===== src/rtl/fetch_unit_pkg.sv =====
// Shared definitions for the SRP16 instruction fetch sequencer.
// State encodings plus parameter defaults used by fetch_unit.
package fetch_unit_pkg;

  typedef enum logic [1:0] {
    S_IDLE = 2'd0,
    S_RD1  = 2'd1,
    S_RD2  = 2'd2
  } fstate_e;

  localparam int unsigned EXT_BIT_DEF = 15;
  localparam int unsigned RST_PC_DEF  = 0;

endpackage


===== src/rtl/fetch_unit_prefetch_buf.sv =====
// One-entry prefetch buffer holding the word read ahead at an address.
// Only built when FETCH_PREFETCH_EN is defined.
`ifdef FETCH_PREFETCH_EN
module prefetch_buf #(
  parameter int unsigned AW = 16,
  parameter int unsigned DW = 16
) (
  input  logic          clk,
  input  logic          rst_n,
  input  logic          clr_i,
  input  logic          ld_i,
  input  logic [AW-1:0] ld_addr_i,
  input  logic [DW-1:0] ld_data_i,
  input  logic [AW-1:0] cmp_addr_i,
  output logic          valid_o,
  output logic          hit_o,
  output logic [DW-1:0] data_o
);

  logic          valid_q, valid_d;
  logic [AW-1:0] addr_q, addr_d;
  logic [DW-1:0] data_q, data_d;

  always_comb begin
    valid_d = valid_q;
    addr_d  = addr_q;
    data_d  = data_q;
    if (clr_i) begin
      valid_d = 1'b0;
    end else if (ld_i) begin
      valid_d = 1'b1;
      addr_d  = ld_addr_i;
      data_d  = ld_data_i;
    end
  end

  always_ff @(posedge clk) begin
    if (!rst_n) begin
      valid_q <= 1'b0;
      addr_q  <= '0;
      data_q  <= '0;
    end else begin
      valid_q <= valid_d;
      addr_q  <= addr_d;
      data_q  <= data_d;
    end
  end

  assign valid_o = valid_q;
  assign hit_o   = valid_q && (addr_q == cmp_addr_i);
  assign data_o  = data_q;

endmodule
`endif


===== src/rtl/fetch_unit.sv =====
// SRP16 fetch sequencer: owns the PC, reads words, strobes them into the IR.
// FETCH_PREFETCH_EN adds a one-entry read-ahead buffer used while idle.
module fetch_unit
  import fetch_unit_pkg::*;
#(
  parameter int unsigned AW      = 16,
  parameter int unsigned DW      = 16,
  parameter int unsigned EXT_BIT = EXT_BIT_DEF,
  parameter logic [AW-1:0] RST_PC = AW'(RST_PC_DEF)
) (
  input  logic          clk,
  input  logic          rst_n,
  input  logic          fetch_req,
  input  logic          pc_load,
  input  logic [AW-1:0] pc_din,
  output logic [AW-1:0] pc,
  output logic          busy,
  output logic          fetch_done,
  output logic          mem_rd,
  output logic [AW-1:0] mem_addr,
  input  logic          mem_ack,
  input  logic [DW-1:0] mem_rdata,
  output logic [DW-1:0] ir_din,
  output logic          ir_write,
  output logic          ir_writeu
);

  fstate_e       state_q, state_d;
  logic [AW-1:0] pc_q, pc_d;
  logic [DW-1:0] ir_din_q, ir_din_d;
  logic          ir_write_q, ir_write_d;
  logic          ir_writeu_q, ir_writeu_d;
  logic          done_q, done_d;
  logic          mem_rd_q, mem_rd_d;
  logic          busy_q, busy_d;
  logic          ack;
  logic          take1;
  logic [DW-1:0] word1;

`ifdef FETCH_PREFETCH_EN
  logic          pf_clr, pf_ld, pf_valid, pf_hit;
  logic [DW-1:0] pf_data;

  prefetch_buf #(
    .AW(AW),
    .DW(DW)
  ) u_pf (
    .clk       (clk),
    .rst_n     (rst_n),
    .clr_i     (pf_clr),
    .ld_i      (pf_ld),
    .ld_addr_i (pc_q),
    .ld_data_i (mem_rdata),
    .cmp_addr_i(pc_q),
    .valid_o   (pf_valid),
    .hit_o     (pf_hit),
    .data_o    (pf_data)
  );
`endif

  // an ack only counts against a request we are actually driving
  assign ack = mem_ack && mem_rd_q;

  always_comb begin
    state_d     = state_q;
    pc_d        = pc_q;
    ir_din_d    = ir_din_q;
    ir_write_d  = 1'b0;
    ir_writeu_d = 1'b0;
    done_d      = 1'b0;
    take1       = 1'b0;
    word1       = mem_rdata;
`ifdef FETCH_PREFETCH_EN
    pf_clr      = 1'b0;
    pf_ld       = 1'b0;
`endif
    unique case (state_q)
      S_IDLE: begin
        if (pc_load) begin
          pc_d = pc_din;
`ifdef FETCH_PREFETCH_EN
          pf_clr = 1'b1;
`endif
        end else if (fetch_req) begin
`ifdef FETCH_PREFETCH_EN
          if (pf_hit) begin
            take1  = 1'b1;
            word1  = pf_data;
            pf_clr = 1'b1;
          end else begin
            state_d = S_RD1;
          end
`else
          state_d = S_RD1;
`endif
        end
`ifdef FETCH_PREFETCH_EN
        else if (ack) begin
          pf_ld = 1'b1;
        end
`endif
      end
      S_RD1: begin
        if (pc_load) begin
          pc_d    = pc_din;
          state_d = S_IDLE;
`ifdef FETCH_PREFETCH_EN
          pf_clr  = 1'b1;
`endif
        end else if (ack) begin
          take1 = 1'b1;
        end
      end
      S_RD2: begin
        if (pc_load) begin
          pc_d    = pc_din;
          state_d = S_IDLE;
`ifdef FETCH_PREFETCH_EN
          pf_clr  = 1'b1;
`endif
        end else if (ack) begin
          ir_din_d    = mem_rdata;
          ir_writeu_d = 1'b1;
          done_d      = 1'b1;
          pc_d        = pc_q + AW'(1);
          state_d     = S_IDLE;
        end
      end
      default: state_d = S_IDLE;
    endcase

    if (take1) begin
      ir_din_d   = word1;
      ir_write_d = 1'b1;
      pc_d       = pc_q + AW'(1);
      if (word1[EXT_BIT]) begin
        state_d = S_RD2;
      end else begin
        state_d = S_IDLE;
        done_d  = 1'b1;
      end
    end

    busy_d   = (state_d != S_IDLE);
    mem_rd_d = busy_d;
`ifdef FETCH_PREFETCH_EN
    // read ahead while idle until the buffer holds the word at pc
    if (state_q == S_IDLE && state_d == S_IDLE &&
        !pc_load && !fetch_req && !pf_valid && !pf_ld) begin
      mem_rd_d = 1'b1;
    end
`endif
  end

  always_ff @(posedge clk) begin
    if (!rst_n) begin
      state_q     <= S_IDLE;
      pc_q        <= RST_PC;
      ir_din_q    <= '0;
      ir_write_q  <= 1'b0;
      ir_writeu_q <= 1'b0;
      done_q      <= 1'b0;
      mem_rd_q    <= 1'b0;
      busy_q      <= 1'b0;
    end else begin
      state_q     <= state_d;
      pc_q        <= pc_d;
      ir_din_q    <= ir_din_d;
      ir_write_q  <= ir_write_d;
      ir_writeu_q <= ir_writeu_d;
      done_q      <= done_d;
      mem_rd_q    <= mem_rd_d;
      busy_q      <= busy_d;
    end
  end

  assign pc         = pc_q;
  assign mem_addr   = pc_q;
  assign busy       = busy_q;
  assign fetch_done = done_q;
  assign mem_rd     = mem_rd_q;
  assign ir_din     = ir_din_q;
  assign ir_write   = ir_write_q;
  assign ir_writeu  = ir_writeu_q;

endmodule


===== config.mk =====
export PLATFORM = sky130hd
export DESIGN_NAME = fetch_unit
export DESIGN_NICKNAME = d
export VERILOG_FILES = /design/src/rtl/fetch_unit_pkg.sv /design/src/rtl/fetch_unit_prefetch_buf.sv /design/src/rtl/fetch_unit.sv
export SDC_FILE = /design/constraint.sdc
export NUM_CORES = 1
export LEC_CHECK = 0
export BUFFER_PORTS_ARGS = -buffer_cell sky130_fd_sc_hd__clkbuf_2
export CAP_MARGIN = 20
export CORE_ASPECT_RATIO = 1.4
export CORE_MARGIN = 5
export CORE_UTILIZATION = 50
export DETAILED_ROUTE_END_ITERATION = 8
export PLACE_DENSITY = 0.85
export SYNTH_ARGS = -nofsm -noshare
export SYNTH_HDL_FRONTEND = slang
export SYNTH_SLANG_ARGS = --single-unit

===== constraint.sdc =====
create_clock -name clk -period 4 [get_ports clk]
set_clock_uncertainty 0.15 [all_clocks]
set_input_delay 0.8 -clock clk [delete_from_list [all_inputs] [get_ports clk]]
set_output_delay 0.8 -clock clk [all_outputs]
set_load 0.01 [all_outputs]

==> impl_metrics.tcl, run 1 <==
set metrics [dict create \
    finalWorstSetupSlack_ns 1.69 \
    fin_crit_ns 2.31 \
    cts_setup_buffers 0 \
    finalNonFillerCells 349 \
    place_hpwl_um 3560 \
    required_ns 4.02 \
    power_leakage_nw 1.07 \
    cts_tree "yes" \
    synth.distinct_cells 47 \
    antenna_cells 0 \
    numPortBuffers 89 \
    finalMaxSlewViolations 0 \
    setup_violations 0 \
    gr-total-overflow 0 \
    crit_type "in2reg" \
    p_total_mw 0.769 \
    drc 0 \
    crit_arrival_ns 2.33 \
    clk-insertion-delay-late_ns 0.28 \
    crit_chain "clkbuf_2 -> nand4b_1 -> a21oi_1 -> o21ai_0 -> a21oi_1 -> nor3_1" \
    nNetsFinal 343 \
    synth_seq_cells 38 \
    max-vdd-ir-drop_mv 0.292 \
    cts_sinks 38 \
    start_kind "input port" \
    postCtsHoldBufs 0 \
    hold_class "reg2reg" \
    yosys_warnings 0 \
    layout_commonest_cell "clkbuf_2" \
    timing.slew.headroom_pct 41.4 \
    cpMaxStageDelayCell "a21oi_1" \
    syn_to_final_growth_pct 18.3 \
    fin_area_um2 2330 \
    fin_hold_ws_ns 0.301 \
    grt_max_degree 35 \
    die_area_um2 5310 \
    cts.clk_slew.worst_paths_ns 0.07 \
    wl_per_cell_um 13.7 \
    grt_setup_unrepaired "false" \
    cts-root-buf "clkbuf_8" \
    post_drt_via_cell_ratio 5.56 \
    grt_pass1_vias 1814 \
    synth_edf_count 0 \
    gr-usage-all-layers_pct 17.8 \
    cp_max_fo 12 \
    grt_pass1_wl_um 8000 \
    syn_area_per_cell_um2 8.28 \
    cap_violations 0 \
    placed_cells 341 \
    synth_fp_nets 276 \
    die_y_um 84.3 \
    drive_gt1_share_pct 34.6 \
    initial_core_util_pct 50.7 \
    std_cell_rows 27 \
    drt_iter0_drc 127 \
    nFillCells 366 \
    hold_violations 0 \
    crit_top_cell "a21oi_1" \
    fmax_mhz 433 \
    status "complete, no violations" \
    drt_wl_total_um 4780 \
    ant_nets 0 \
    worst_pin_slew_ns 0.879 \
    cts_inserted_buffers 5 \
    place_area_um2 2240 \
    clockBufferDepth 2 \
    vias 1940 \
    async_flop_share_pct 0 \
    finalSetupTns_ns 0 \
    ctsResizeCount 0 \
    gp_congestion 0.806 \
    h-tree-depth 2 \
    end_kind "flop" \
    cp_slowest_stage_delay_ns 0.74 \
    synth_seq_area_share_pct 38.6 \
    power.density_nw_per_um2 330 \
    timing.final.crit_share_pct 57.7 \
    core_area_um2 3880 \
    dp_slack_ns 1.40 \
    final_util_pct 60.0 \
    antenna_found_initial 0 \
    ios 90 \
    synthFlopType "dfxtp_1" \
    synth_area_um2 1970 \
    netlist_instances 238 \
    dr.pass1.iters 4 \
    final_cell_mix "clkbuf_2 (89), nand2_1 (54), dfxtp_1 (38), a21oi_1 (19), o21ai_0 (11)" \
    fp.dieW_um 63.1 \
]
synth_stat cells (2+ instances only):
library cell   n  area, µm²
a21boi_0       7       52.6
a21boi_1       9       67.6
a21oi_1       19       95.1
a31oi_1        3       18.8
and3_1         2       12.5
and4_4         2       22.5
buf_2          3       15.0
buf_4         17        128
buf_6          3       33.8
clkbuf_1       3       11.3
clkbuf_8       3       41.3
dfxtp_1       38        761
inv_1          2       7.51
nand2_1       54        203
nand2b_1       2       12.5
nand3_1        9       45.0
nand3b_1       2       15.0
nor2_1         4       15.0
nor3_1         6       30.0
nor4_1         2       12.5
o211a_1        2       20.0
o211ai_1       2       15.0
o21a_1         2       15.0
o21ai_0       11       55.1
o21bai_1       2       15.0
o22ai_1        5       31.3
o31a_1         3       26.3
or2_2          2       12.5
metal layers:
metal,GRT usage [%],vias to the layer above,wire length (µm)
li1,-,970,-
met1,20.4,887,1970
met2,31.5,76,2360
met3,4.02,7,382
met4,7.14,0,64
met5,0,-,0
worst max-delay path, delay by kind of cell:
kind,cells,cell delay (ns)
AO/OA/AOI/OAI,3,1.12
buffers and inverters,1,0.13
AND/OR/NAND/NOR,2,0.27
logic make-up after synthesis:
kind of cell | after synthesis | share of synthesized area, %
and+or+nand+nor | 95 | 23.9
AOI/OAI and AO/OA | 73 | 24.9
adders and majority gates | 1 | 0.635
buffers and inverters | 31 | 12.0
DFF | 38 | 38.6
flip-flops by register name, indices dropped and copies added (netlist names):
signal	count
busy	1
state_q	2
ir_write	1
fetch_done	1
ir_din	16
mem_addr	16
ir_writeu	1
path summary, 6_finish.rpt:
kind | startpoint | endpoint | slack (ns) | cells after the start
min reg2reg | ir_din[9] | ir_din[9] | 0.30 | 2
max | mem_ack | mem_addr[13] | 1.69 | 6
max reg2reg | busy | mem_addr[13] | 1.87 | 5
min | ir_din[9] | ir_din[9] | 0.30 | 2
layout make-up:
cell class | count | area (µm²) | share of cell area, %
Multi-Input combinational cell | 169 | 973 | 41.7
Inverter | 2 | 7.51 | 0.322
Clock buffer | 7 | 86.3 | 3.70
Timing Repair Buffer | 89 | 445 | 19.1
Clock inverter | 1 | 5.00 | 0.215
Tap cell | 43 | 53.8 | 2.31
Sequential cell | 38 | 761 | 32.6
power by group:
group | internal, mW | switching, mW | total, mW
clock | 0.139 | 0.128 | 0.267
sequential | 0.390 | 0.0200 | 0.410
combinational | 0.0449 | 0.0474 | 0.0923
(Power assumes the default switching activity.)
==> run 2, diff against run 1 <==
Settings changed: CORE_UTILIZATION 50 to 47, PLACE_DENSITY 0.85 to 0.8.
Clock period 4 ns to 2.37 ns, I/O delays scaled along.
==> impl_metrics.tcl, run 2 (same netlist as run 1, synthesis figures left out) <==
set metrics [dict create \
    status "complete, no violations" \
    nNetsFinal 348 \
    grt_max_degree 28 \
    setup_violations 0 \
    drc 0 \
    max-vdd-ir-drop_mv 0.323 \
    ios 90 \
    layout_commonest_cell "clkbuf_2" \
    gr-usage-all-layers_pct 17.7 \
    cts-root-buf "clkbuf_8" \
    gp_congestion 0.796 \
    grt_setup_unrepaired "false" \
    hold_violations 0 \
    finalNonFillerCells 355 \
    core_area_um2 4130 \
    end_kind "flop" \
    timing.slew.headroom_pct 48.9 \
    cts_tree "yes" \
    ant_nets 0 \
    post_drt_via_cell_ratio 5.46 \
    critical_path.reg2reg.startpoint "mem_addr[0]" \
    hold_class "in2reg" \
    dr.pass1.iters 4 \
    finalWorstSetupSlack_ns 0.286 \
    reg2reg_depth 6 \
    fmax_mhz 480 \
    drive_gt1_share_pct 35.8 \
    p_seq_share_pct 55.1 \
    vias 1938 \
    min-delay-start "mem_rdata[12]" \
    switching_share_pct 25.6 \
    clk-insertion-delay-late_ns 0.28 \
    initial_core_util_pct 47.7 \
    wl_per_cell_um 13.6 \
    cts_setup_buffers 0 \
    h-tree-depth 2 \
    fp.dieW_um 64.7 \
    drt_iter0_drc 92 \
    worst_pin_slew_ns 0.766 \
    drt_wl_total_um 4830 \
    combPwrFrac_pct 12.8 \
    place_hpwl_um 3690 \
    cts_sinks 38 \
    cts.clk_slew.worst_paths_ns 0.07 \
    die_y_um 86.6 \
    cts_inserted_buffers 5 \
    placed_cells 348 \
    finalSetupTns_ns 0 \
    hold_depth 3 \
    r2r_slack_ns 0.29 \
    std_cell_rows 28 \
    grt_pass1_wl_um 7910 \
    crit_arrival_ns 2.11 \
    power_leakage_nw 1.09 \
    finalMaxSlewViolations 0 \
    ctsResizeCount 0 \
    gr-total-overflow 0 \
    holdPathEnd "ir_din[12]" \
    numPortBuffers 89 \
    final_util_pct 57.1 \
    cp_max_fo 7 \
    antenna_cells 0 \
    cap_violations 0 \
    start_kind "flop" \
    grt_pass1_vias 1795 \
    p_sw_mw 0.322 \
    fin_crit_ns 2.08 \
    syn_to_final_growth_pct 19.7 \
    final_cell_mix "clkbuf_2 (89), nand2_1 (54), dfxtp_1 (38), a21oi_1 (19), o21ai_0 (11)" \
    antenna_found_initial 0 \
    r2r-end "mem_addr[12]" \
    timing.final.crit_share_pct 87.9 \
    postCtsHoldBufs 0 \
    required_ns 2.40 \
    dp_slack_ns 0.260 \
    clockBufferDepth 2 \
    die_area_um2 5610 \
    crit_type "reg2reg" \
    clkPwrFrac_pct 32.2 \
    p_int_mw 0.934 \
    power.density_nw_per_um2 532 \
]
[run 2: how the worst max path moves through the flow]
stage                start            to  cells after the start  slack, ns
6_report       mem_addr[0]  mem_addr[12]                      6       0.29
5_1_grt        mem_addr[0]  mem_addr[12]                      6       0.18
4_1_cts        mem_addr[0]  mem_addr[12]                      6       0.29
3_5_place_dp       mem_ack   mem_addr[4]                      6       0.26
3_3_place_gp       mem_ack   mem_addr[4]                      6       0.31
2_1_floorplan  mem_addr[0]  mem_addr[12]                      7       0.37
[run 2: layout make-up]
class                           count  area, µm²
Clock inverter                      2       10.0
Inverter                            2       7.51
Tap cell                           45       56.3
Sequential cell                    38        761
Timing Repair Buffer               94        483
Fill cell                         401       1770
Clock buffer                        5       68.8
Multi-Input combinational cell    169        973
[run 2: stage by stage]
stage               cell area (µm²)  total power, mW  hold WS [ns]
floorplan                      1970            0.806         0.329
global placement               2280            0.864         0.291
detailed placement             2280            0.867         0.295
CTS                            2360             1.27         0.247
global route                   2360             1.32         0.247
finish                         2360             1.26         0.255
[run 2: power groups by stage]
stage	combinational (mW)	clock (mW)	sequential [mW]
finish	0.160	0.404	0.692
global route	0.176	0.451	0.696
CTS	0.162	0.420	0.691
detailed placement	0.161	0	0.706
global placement	0.159	0	0.705
floorplan	0.0980	0	0.708
[run 2: routing by layer]
metal  GRT usage, %  share of wire (%)
met2           30.2                 49
met1           21.0                 43
met3           5.19                7.3
met5              0                  0
met4           6.35               0.75
[run 2: critical path, cell delays in order (launching register included)]
cell	delay (ns)
dfxtp_1	0.46
ha_1	0.22
and3_1	0.26
and4_1	0.35
and4_4	0.26
o2111ai_1	0.09
and3_1	0.19
==> run 3, diff against run 2 <==
Settings changed: CORE_UTILIZATION 47 to 50, PLACE_DENSITY 0.8 to 0.85.
Clock period 2.37 ns to 2.7 ns, I/O delays scaled along.
==> impl_metrics.tcl, run 3 (same netlist as run 1, synthesis figures left out) <==
set metrics [dict create \
    std_cell_rows 27 \
    cts_inserted_buffers 5 \
    numPortBuffers 89 \
    grt_pass1_wl_um 8200 \
    drive_gt1_share_pct 35.6 \
    r2r-end "mem_addr[12]" \
    setup_violations 0 \
    cts_sinks 38 \
    clockBufferDepth 2 \
    p_sw_mw 0.287 \
    gr-total-overflow 0 \
    nNetsFinal 347 \
    final_util_pct 60.5 \
    reg2reg_depth 6 \
    power.density_nw_per_um2 471 \
    initial_core_util_pct 50.7 \
    hold_depth 2 \
    vias 1923 \
    finalSetupTns_ns 0 \
    ios 90 \
    multi_input_comb_area_um2 973 \
    p_seq_share_pct 55.0 \
    drt_wl_total_um 4910 \
    grt_pass1_vias 1845 \
    ant_nets 0 \
    status "complete, no violations" \
    finalWorstSetupSlack_ns 0.559 \
    worst_pin_slew_ns 0.775 \
    end_kind "flop" \
    holdPathEnd "ir_din[12]" \
    postCtsHoldBufs 0 \
    hold_violations 0 \
    nFillCells 363 \
    cts_setup_buffers 0 \
    timing.slew.headroom_pct 48.3 \
    fin_crit_ns 2.14 \
    seq_area_um2 761 \
    fin_hold_ws_ns 0.303 \
    cp_max_fo 7 \
    drc 0 \
    critical_path.reg2reg.startpoint "mem_addr[0]" \
    power_leakage_nw 1.09 \
    die_y_um 84.3 \
    dp_slack_ns 0.478 \
    fp.dieW_um 63.1 \
    min-delay-start "ir_din[12]" \
    max-vdd-ir-drop_mv 0.404 \
    cap_violations 0 \
    crit_arrival_ns 2.17 \
    cts.clk_slew.worst_paths_ns 0.07 \
    crit_type "reg2reg" \
    required_ns 2.72 \
    drt_iter0_drc 131 \
    combPwrFrac_pct 12.6 \
    grt_max_degree 28 \
    die_area_um2 5310 \
    antenna_cells 0 \
    wl_per_cell_um 14.0 \
    clkPwrFrac_pct 32.4 \
    gr-usage-all-layers_pct 18.3 \
    dr.pass1.iters 4 \
    layout_commonest_cell "clkbuf_2" \
    clk-insertion-delay-late_ns 0.28 \
    gp_congestion 0.784 \
    finalMaxSlewViolations 0 \
    p_total_mw 1.11 \
    hold_class "reg2reg" \
    p_int_mw 0.819 \
    ctsResizeCount 0 \
    fmax_mhz 467 \
    h-tree-depth 2 \
    core_area_um2 3880 \
    r2r_slack_ns 0.56 \
    antenna_found_initial 0 \
    place_hpwl_um 3690 \
    switching_share_pct 26.0 \
    final_cell_mix "clkbuf_2 (89), nand2_1 (54), dfxtp_1 (38), a21oi_1 (19), o21ai_0 (11)" \
    syn_to_final_growth_pct 19.2 \
    start_kind "flop" \
    timing.final.crit_share_pct 79.3 \
    grt_setup_unrepaired "false" \
    post_drt_via_cell_ratio 5.46 \
    cts-root-buf "clkbuf_8" \
    cts_tree "yes" \
]
[run 3: changes by cell type in the layout (fill, tap and decap cells not counted), sizes merged]
cell,previous run,this run
buf,5,4
[run 3: worst max path at each step]
| stage | startpoint | end | slack [ns] |
|---|---|---|---|
| 6_report | mem_addr[0] | mem_addr[12] | 0.56 |
| 5_1_grt | mem_addr[0] | mem_addr[12] | 0.44 |
| 4_1_cts | mem_addr[0] | mem_addr[12] | 0.59 |
| 3_5_place_dp | mem_ack | mem_addr[10] | 0.48 |
| 3_3_place_gp | mem_ack | mem_addr[4] | 0.57 |
| 2_1_floorplan | mem_addr[0] | mem_addr[12] | 0.70 |
[run 3: metal layers]
layer / track usage (%) / wire length (µm)
met2: 33.2 / 2500
met5: 0 / 0
met4: 6.37 / 44
met1: 20.3 / 1970
met3: 4.55 / 399
[run 3: stage by stage]
stage | cells | area [µm²]
5_1_grt | 352 | 2350
4_1_cts | 352 | 2350
3_5_place_dp | 345 | 2270
2_1_floorplan | 238 | 1970
3_3_place_gp | 345 | 2270
6_report | 352 | 2350
[run 3: cell type report]
class,instances,share of cell area (%)
flip-flops and latches,38,32.4
clock buffers,5,2.93
repair buffers,93,20.2
clock inverters,2,0.426
multi-input cells,169,41.4
well taps,43,2.29
inverters,2,0.319
[run 3: critical path, cell delays in order (launching register included)]
cell	delay, ns
dfxtp_1	0.49
ha_1	0.23
and3_1	0.26
and4_1	0.36
and4_4	0.27
o2111ai_1	0.09
and3_1	0.20
[run 3: power groups by stage]
stage	Combinational, mW	Clock (mW)	Sequential (mW)
5_1_grt	0.154	0.397	0.611
3_5_place_dp	0.140	0	0.620
2_1_floorplan	0.0861	0	0.622
4_1_cts	0.141	0.367	0.607
3_3_place_gp	0.139	0	0.619
6_report	0.139	0.359	0.608
